File: src/rtl/hazard_ctrl.sv
// Pipeline hazard controller for the 5-stage core: operand forwarding, load-use /
// branch / multi-cycle stall-flush-bubble control and saturating hazard statistics.
module hazard_ctrl #(
  parameter int REG_COUNT  = 32,
  parameter int REG_BITS   = $clog2(REG_COUNT),
  parameter int CNT_WIDTH  = 16,
  parameter int MC_TIMEOUT = 64
) (
  input  logic                 clk,
  input  logic                 rstn,
  input  logic [REG_BITS-1:0]  id_rs1,
  input  logic [REG_BITS-1:0]  id_rs2,
  input  logic                 id_use_rs2,
  input  logic [REG_BITS-1:0]  ex_rs1,
  input  logic [REG_BITS-1:0]  ex_rs2,
  input  logic [REG_BITS-1:0]  ex_rd,
  input  logic                 ex_write_en,
  input  logic                 ex_mem_read,
  input  logic                 ex_multicycle,
  input  logic                 branch_taken,
  input  logic [REG_BITS-1:0]  mem_rd,
  input  logic                 mem_write_en,
  input  logic [REG_BITS-1:0]  wb_rd,
  input  logic                 wb_write_en,
  input  logic                 mc_done,
  input  logic                 cnt_clr,
  output logic [1:0]           forward_A,
  output logic [1:0]           forward_B,
  output logic                 stall_if,
  output logic                 stall_id,
  output logic                 stall_ex,
  output logic                 flush_id,
  output logic                 bubble_ex,
  output logic                 bubble_mem,
  output logic                 mc_start,
  output logic                 mc_busy,
  output logic                 hz_err,
  output logic [CNT_WIDTH-1:0] stall_cnt,
  output logic [CNT_WIDTH-1:0] flush_cnt
);

  localparam logic [0:0] RUN     = 1'b0;
  localparam logic [0:0] MC_WAIT = 1'b1;
  localparam int TO_BITS = (MC_TIMEOUT > 1) ? $clog2(MC_TIMEOUT) : 1;
  localparam logic [TO_BITS-1:0] TO_LAST = TO_BITS'(MC_TIMEOUT - 1);

  logic [0:0]         state, state_nxt;
  logic [TO_BITS-1:0] to_cnt;
  logic               load_use;
  logic               to_hit;
  logic               err_set;

  // EX/MEM wins over MEM/WB; x0 is hardwired zero and never forwarded.
  function automatic logic [1:0] fwd_sel(
    input logic [REG_BITS-1:0] src,
    input logic [REG_BITS-1:0] m_rd,
    input logic                m_we,
    input logic [REG_BITS-1:0] w_rd,
    input logic                w_we
  );
    if (m_we && (m_rd != '0) && (m_rd == src))      return 2'd1;
    else if (w_we && (w_rd != '0) && (w_rd == src)) return 2'd2;
    else                                            return 2'd0;
  endfunction

  assign forward_A = fwd_sel(ex_rs1, mem_rd, mem_write_en, wb_rd, wb_write_en);
  assign forward_B = fwd_sel(ex_rs2, mem_rd, mem_write_en, wb_rd, wb_write_en);

  assign load_use = ex_mem_read && (ex_rd != '0) &&
                    ((ex_rd == id_rs1) || (id_use_rs2 && (ex_rd == id_rs2)));
  assign to_hit   = (state == MC_WAIT) && !mc_done && (to_cnt == TO_LAST);

  always_comb begin
    // NOTE: every output gets a default first so no path leaves a latch behind.
    stall_if   = 1'b0;
    stall_id   = 1'b0;
    stall_ex   = 1'b0;
    flush_id   = 1'b0;
    bubble_ex  = 1'b0;
    bubble_mem = 1'b0;
    mc_start   = 1'b0;
    mc_busy    = 1'b0;
    err_set    = 1'b0;
    state_nxt  = state;
    // Controls are held low while reset is asserted so an aborted wait is silent.
    if (rstn) begin
      case (state)
        RUN: begin
          if (branch_taken) begin
            flush_id  = 1'b1;
            bubble_ex = 1'b1;
            err_set   = ex_multicycle;
          end else if (ex_multicycle) begin
            mc_start   = 1'b1;
            stall_if   = 1'b1;
            stall_id   = 1'b1;
            stall_ex   = 1'b1;
            bubble_mem = 1'b1;
            state_nxt  = MC_WAIT;
          end else if (load_use) begin
            stall_if  = 1'b1;
            stall_id  = 1'b1;
            bubble_ex = 1'b1;
          end
          if (mc_done) err_set = 1'b1;
        end
        default: begin
          mc_busy = 1'b1;
          if (mc_done) begin
            state_nxt = RUN;
          end else if (to_hit) begin
            err_set   = 1'b1;
            state_nxt = RUN;
          end else begin
            stall_if   = 1'b1;
            stall_id   = 1'b1;
            stall_ex   = 1'b1;
            bubble_mem = 1'b1;
          end
        end
      endcase
    end
  end

  always_ff @(posedge clk or negedge rstn) begin
    if (!rstn) begin
      state  <= RUN;
      to_cnt <= '0;
      hz_err <= 1'b0;
    end else begin
      // NOTE: non-blocking assignments keep every flop sampling pre-edge values.
      state  <= state_nxt;
      to_cnt <= (state == MC_WAIT) ? to_cnt + 1'b1 : '0;
      hz_err <= hz_err | err_set;
    end
  end

  always_ff @(posedge clk or negedge rstn) begin
    if (!rstn) begin
      stall_cnt <= '0;
      flush_cnt <= '0;
    end else if (cnt_clr) begin
      stall_cnt <= '0;
      flush_cnt <= '0;
    end else begin
      if (stall_if && !(&stall_cnt)) stall_cnt <= stall_cnt + 1'b1;
      if (flush_id && !(&flush_cnt)) flush_cnt <= flush_cnt + 1'b1;
    end
  end

  // ex_write_en is part of the stage interface but no hazard here depends on it.
  logic unused_ok;
  assign unused_ok = ex_write_en;

endmodule

File: config.mk
export PLATFORM = sky130hd
export DESIGN_NAME = hazard_ctrl
export DESIGN_NICKNAME = d
export VERILOG_FILES = /design/src/rtl/hazard_ctrl.sv
export SDC_FILE = /design/constraint.sdc
export NUM_CORES = 1
export LEC_CHECK = 0
export BUFFER_PORTS_ARGS = -buffer_cell sky130_fd_sc_hd__buf_2
export CORE_MARGIN = 3
export CORE_UTILIZATION = 50
export DETAILED_ROUTE_END_ITERATION = 12
export PLACE_DENSITY = 0.81
export SETUP_SLACK_MARGIN = 0.5
export SLEW_MARGIN = 20
export SYNTH_ARGS = -nofsm -noshare
export SYNTH_HDL_FRONTEND = slang
export SYNTH_SLANG_ARGS = --single-unit
File: constraint.sdc
create_clock -name clk -period 2.8 [get_ports clk]
set_clock_uncertainty 0.05 [all_clocks]
set_input_delay 0.56 -clock clk [delete_from_list [all_inputs] [get_ports clk]]
set_output_delay 0.56 -clock clk [all_outputs]
set_load 0.005 [all_outputs]
==> impl_metrics.env <==
export IMPL_status="finished clean"
export IMPL_yosysTopAreaCellShare_pct=40.3
export IMPL_ys_seq_area_share_pct=40.3
export IMPL_clk_latency_ns=0.30
export IMPL_synth_edf_count=0
export IMPL_grt_pass1_wl_mm=10.5
export IMPL_initial_utilization_pct=52.3
export IMPL_cp_start_kind="input pin"
export IMPL_synth_compound_area_share_pct=11.3
export IMPL_postPlaceCellArea_mm2=0.00297
export IMPL_layout_common_cells="80 x buf_2, 40 x dfrtp_1, 29 x xor2_1"
export IMPL_diodes=0
export IMPL_synth_cell_area_mm2=0.00249
export IMPL_synth_nets=320
export IMPL_p_leak_nw=1.55
export IMPL_ys_ff_latch=40
export IMPL_rows=25
export IMPL_worst_endpoint_required_ns=2.19
export IMPL_drtPass1Iterations=4
export IMPL_period_minus_slack_ns=2.46
export IMPL_irDropWorstVdd_v=0.000245
export IMPL_core_area_mm2=0.00475
export IMPL_async_flop_share_pct=100
export IMPL_cts_tree="done"
export IMPL_cellPowerDensity_mw_per_mm2=393
export IMPL_design_area_mm2=0.00332
export IMPL_grt_max_degree=42
export IMPL_first_global_vias=2307
export IMPL_drc=0
export IMPL_drt_first_iter_violations=133
export IMPL_ant_nets=0
export IMPL_yosysWarnings=0
export IMPL_cp_end_kind="output pin"
export IMPL_wire_per_inst_um=15.2
export IMPL_final_cells=434
export IMPL_wirelength_mm=6.59
export IMPL_whs_ns=0.0188
export IMPL_fillerInstances=386
export IMPL_clkSinkCount=40
export IMPL_max_slew_margin_rel_pct=60.8
export IMPL_synthMuxAreaShare_pct=0.805
export IMPL_io_pins=91
export IMPL_clk_path_buf_depth=2
export IMPL_syn_inst=271
export IMPL_area_growth_syn_to_layout_pct=33.4
export IMPL_placed_cells=419
export IMPL_cts_clk_slew_worst_paths_ns=0.07
export IMPL_syn_avg_cell_area_um2=9.17
export IMPL_root_buffer="clkbuf_8"
export IMPL_worstPathMaxFanout=3
export IMPL_grt_util_all_layers_pct=21.7
export IMPL_finalHoldViolCount=0
export IMPL_synth_distinct_cells=42
export IMPL_yosys_area_share_simple_pct=26.3
export IMPL_synth_top_cell_by_area="dfrtp_1"
export IMPL_htreeDepth=2
export IMPL_crit_chain="buf_8 -> or4_4 -> o21ai_2 -> nand2b_4 -> nor2_2 -> o211a_1 -> buf_2"
export IMPL_drv_cap=0
export IMPL_tightest_slew_ns=0.588
export IMPL_synth_top_family_by_area="simple AND/OR/NAND/NOR gates"
export IMPL_setup_violations=0
export IMPL_grt_remaining_overflow=0
export IMPL_routabilityCongestion=0.912
export IMPL_die_h_um=76.5
export IMPL_final_common_cell="buf_2"
export IMPL_dieArea_mm2=0.00585
export IMPL_reg2reg_slack_ns=0.67
export IMPL_fin_util_pct=69.7
export IMPL_max_clock_freq_ghz=0.407
export IMPL_synthAdderAreaFrac_pct=1.51
export IMPL_antenna_found_initial=0
export IMPL_drive_gt1_share_pct=34.9
export IMPL_hp_class="input pin to async pin"
export IMPL_critPathMaxStageDelay_ns=0.53
export IMPL_cts_buffers=5
export IMPL_post_route_period_util_pct=87.8
export IMPL_synth_top_cells_by_area="dfrtp_1 40%, xor2_1 10%, xnor2_1 6.7%"
export IMPL_critPathKind="input pin to output pin"
export IMPL_synth_main_ff_cell="dfrtp_1"
export IMPL_rsz0062_at_grt="yes"
export IMPL_worst_ep_arrival_time_ns=1.85
export IMPL_port_buffer_count=89
export IMPL_setup_tns_ns=0
export IMPL_crit_slowest_cell="or4_4"
export IMPL_synthXorXnorAreaFrac_pct=16.9
export IMPL_die_x_um=76.5
export IMPL_drv_slew=0
export IMPL_final_nets=415
export IMPL_cts_hold_buf=0
export IMPL_num_vias=2428
export IMPL_vias_per_cell=5.59
export IMPL_hpwl_mm=4.59
==> Yosys cell counts, types with 2 or more instances <==
master,count
dfrtp_1,40
xor2_1,29
nor2_1,24
xnor2_1,19
a21oi_1,16
nand2_1,15
nand3_1,15
or3_1,12
nand4_1,11
o21ai_0,8
o21ai_1,8
or4_1,8
and2_1,7
and3_1,5
and4_1,4
clkbuf_1,4
inv_1,4
nor4_1,4
buf_4,3
ha_1,3
nand2b_1,3
o31ai_1,3
a21oi_2,2
a31oi_1,2
buf_2,2
mux2i_1,2
nor3_1,2
o22ai_1,2
==> logic make-up (layout without fill, tap and decap cells) <==
logic type | after synthesis | count (layout)
adders and majority gates | 3 | 3
buffers and inverters | 14 | 110
DFF | 40 | 40
and+or+nand+nor | 117 | 117
xor gates and xnor gates | 48 | 48
muxes | 2 | 2
AOI/OAI and AO/OA | 47 | 47
==> through the flow <==
stage,setup WS [ns],power [mW]
2_1_floorplan,0.503,0.717
4_1_cts,0.321,1.29
3_5_place_dp,0.189,0.801
5_1_grt,0.291,1.37
6_report,0.343,1.30
3_3_place_gp,0.251,0.796
==> report_power, final <==
group          switching [mW]  internal (mW)
logic                   0.122          0.106
clock network           0.209          0.264
registers              0.0145          0.588
==> repair_timing <==
action                     4_1_cts  5_1_grt
setup buffers                    2        5
setup endpoints to repair        5       22
gates cloned                     0        0
pin swaps                       10        9
resized for setup               17       21
==> path summary, 6_finish.rpt <==
check / from / end / cells past startpoint
setup / recovery: ex_rd[2] / bubble_ex / 7
hold / removal: rstn / state$_DFFE_PN0P_ / 1
setup reg to reg: stall_cnt[0]$_DFFE_PN0P_ / stall_cnt[11]$_DFFE_PN0P_ / 8
hold reg to reg: hz_err$_DFF_PN0_ / hz_err$_DFF_PN0_ / 1
max in group asynchronous: rstn / to_cnt[3]$_DFF_PN0_ / 2
min in group clk: hz_err$_DFF_PN0_ / hz_err$_DFF_PN0_ / 1
==> layer usage <==
layer / vias to the layer above / GRT usage [%] / part of all wire, %
met4: 0 / 5.80 / 2.0
met5: - / 0 / 0
li1: 1159 / - / -
met3: 17 / 5.56 / 5.8
met1: 1159 / 24.0 / 37
met2: 93 / 40.8 / 55
==> flip-flops by register name, summed over array words and instances, names as in the netlist <==
register / count
flush_cnt: 16
stall_cnt: 16
to_cnt: 6
hz_err: 1
state: 1
==> layout make-up <==
| class | count | area [µm²] | area share, % |
|---|---|---|---|
| Multi-Input combinational cell | 217 | 1520 | 46.0 |
| Sequential cell | 40 | 1000 | 30.2 |
| Timing Repair Buffer | 98 | 581 | 17.5 |
| Tap cell | 67 | 83.8 | 2.53 |
| Clock buffer | 5 | 68.8 | 2.08 |
| Clock inverter | 3 | 42.5 | 1.28 |
| Inverter | 4 | 15.0 | 0.453 |
==> worst max-delay path: cells and delay by family <==
family / cells / cell delay, ns
compound gates: 2 / 0.34
buf+inv: 2 / 0.22
simple gates: 3 / 0.72
No activity file was read; power rests on OpenSTA's default activity.
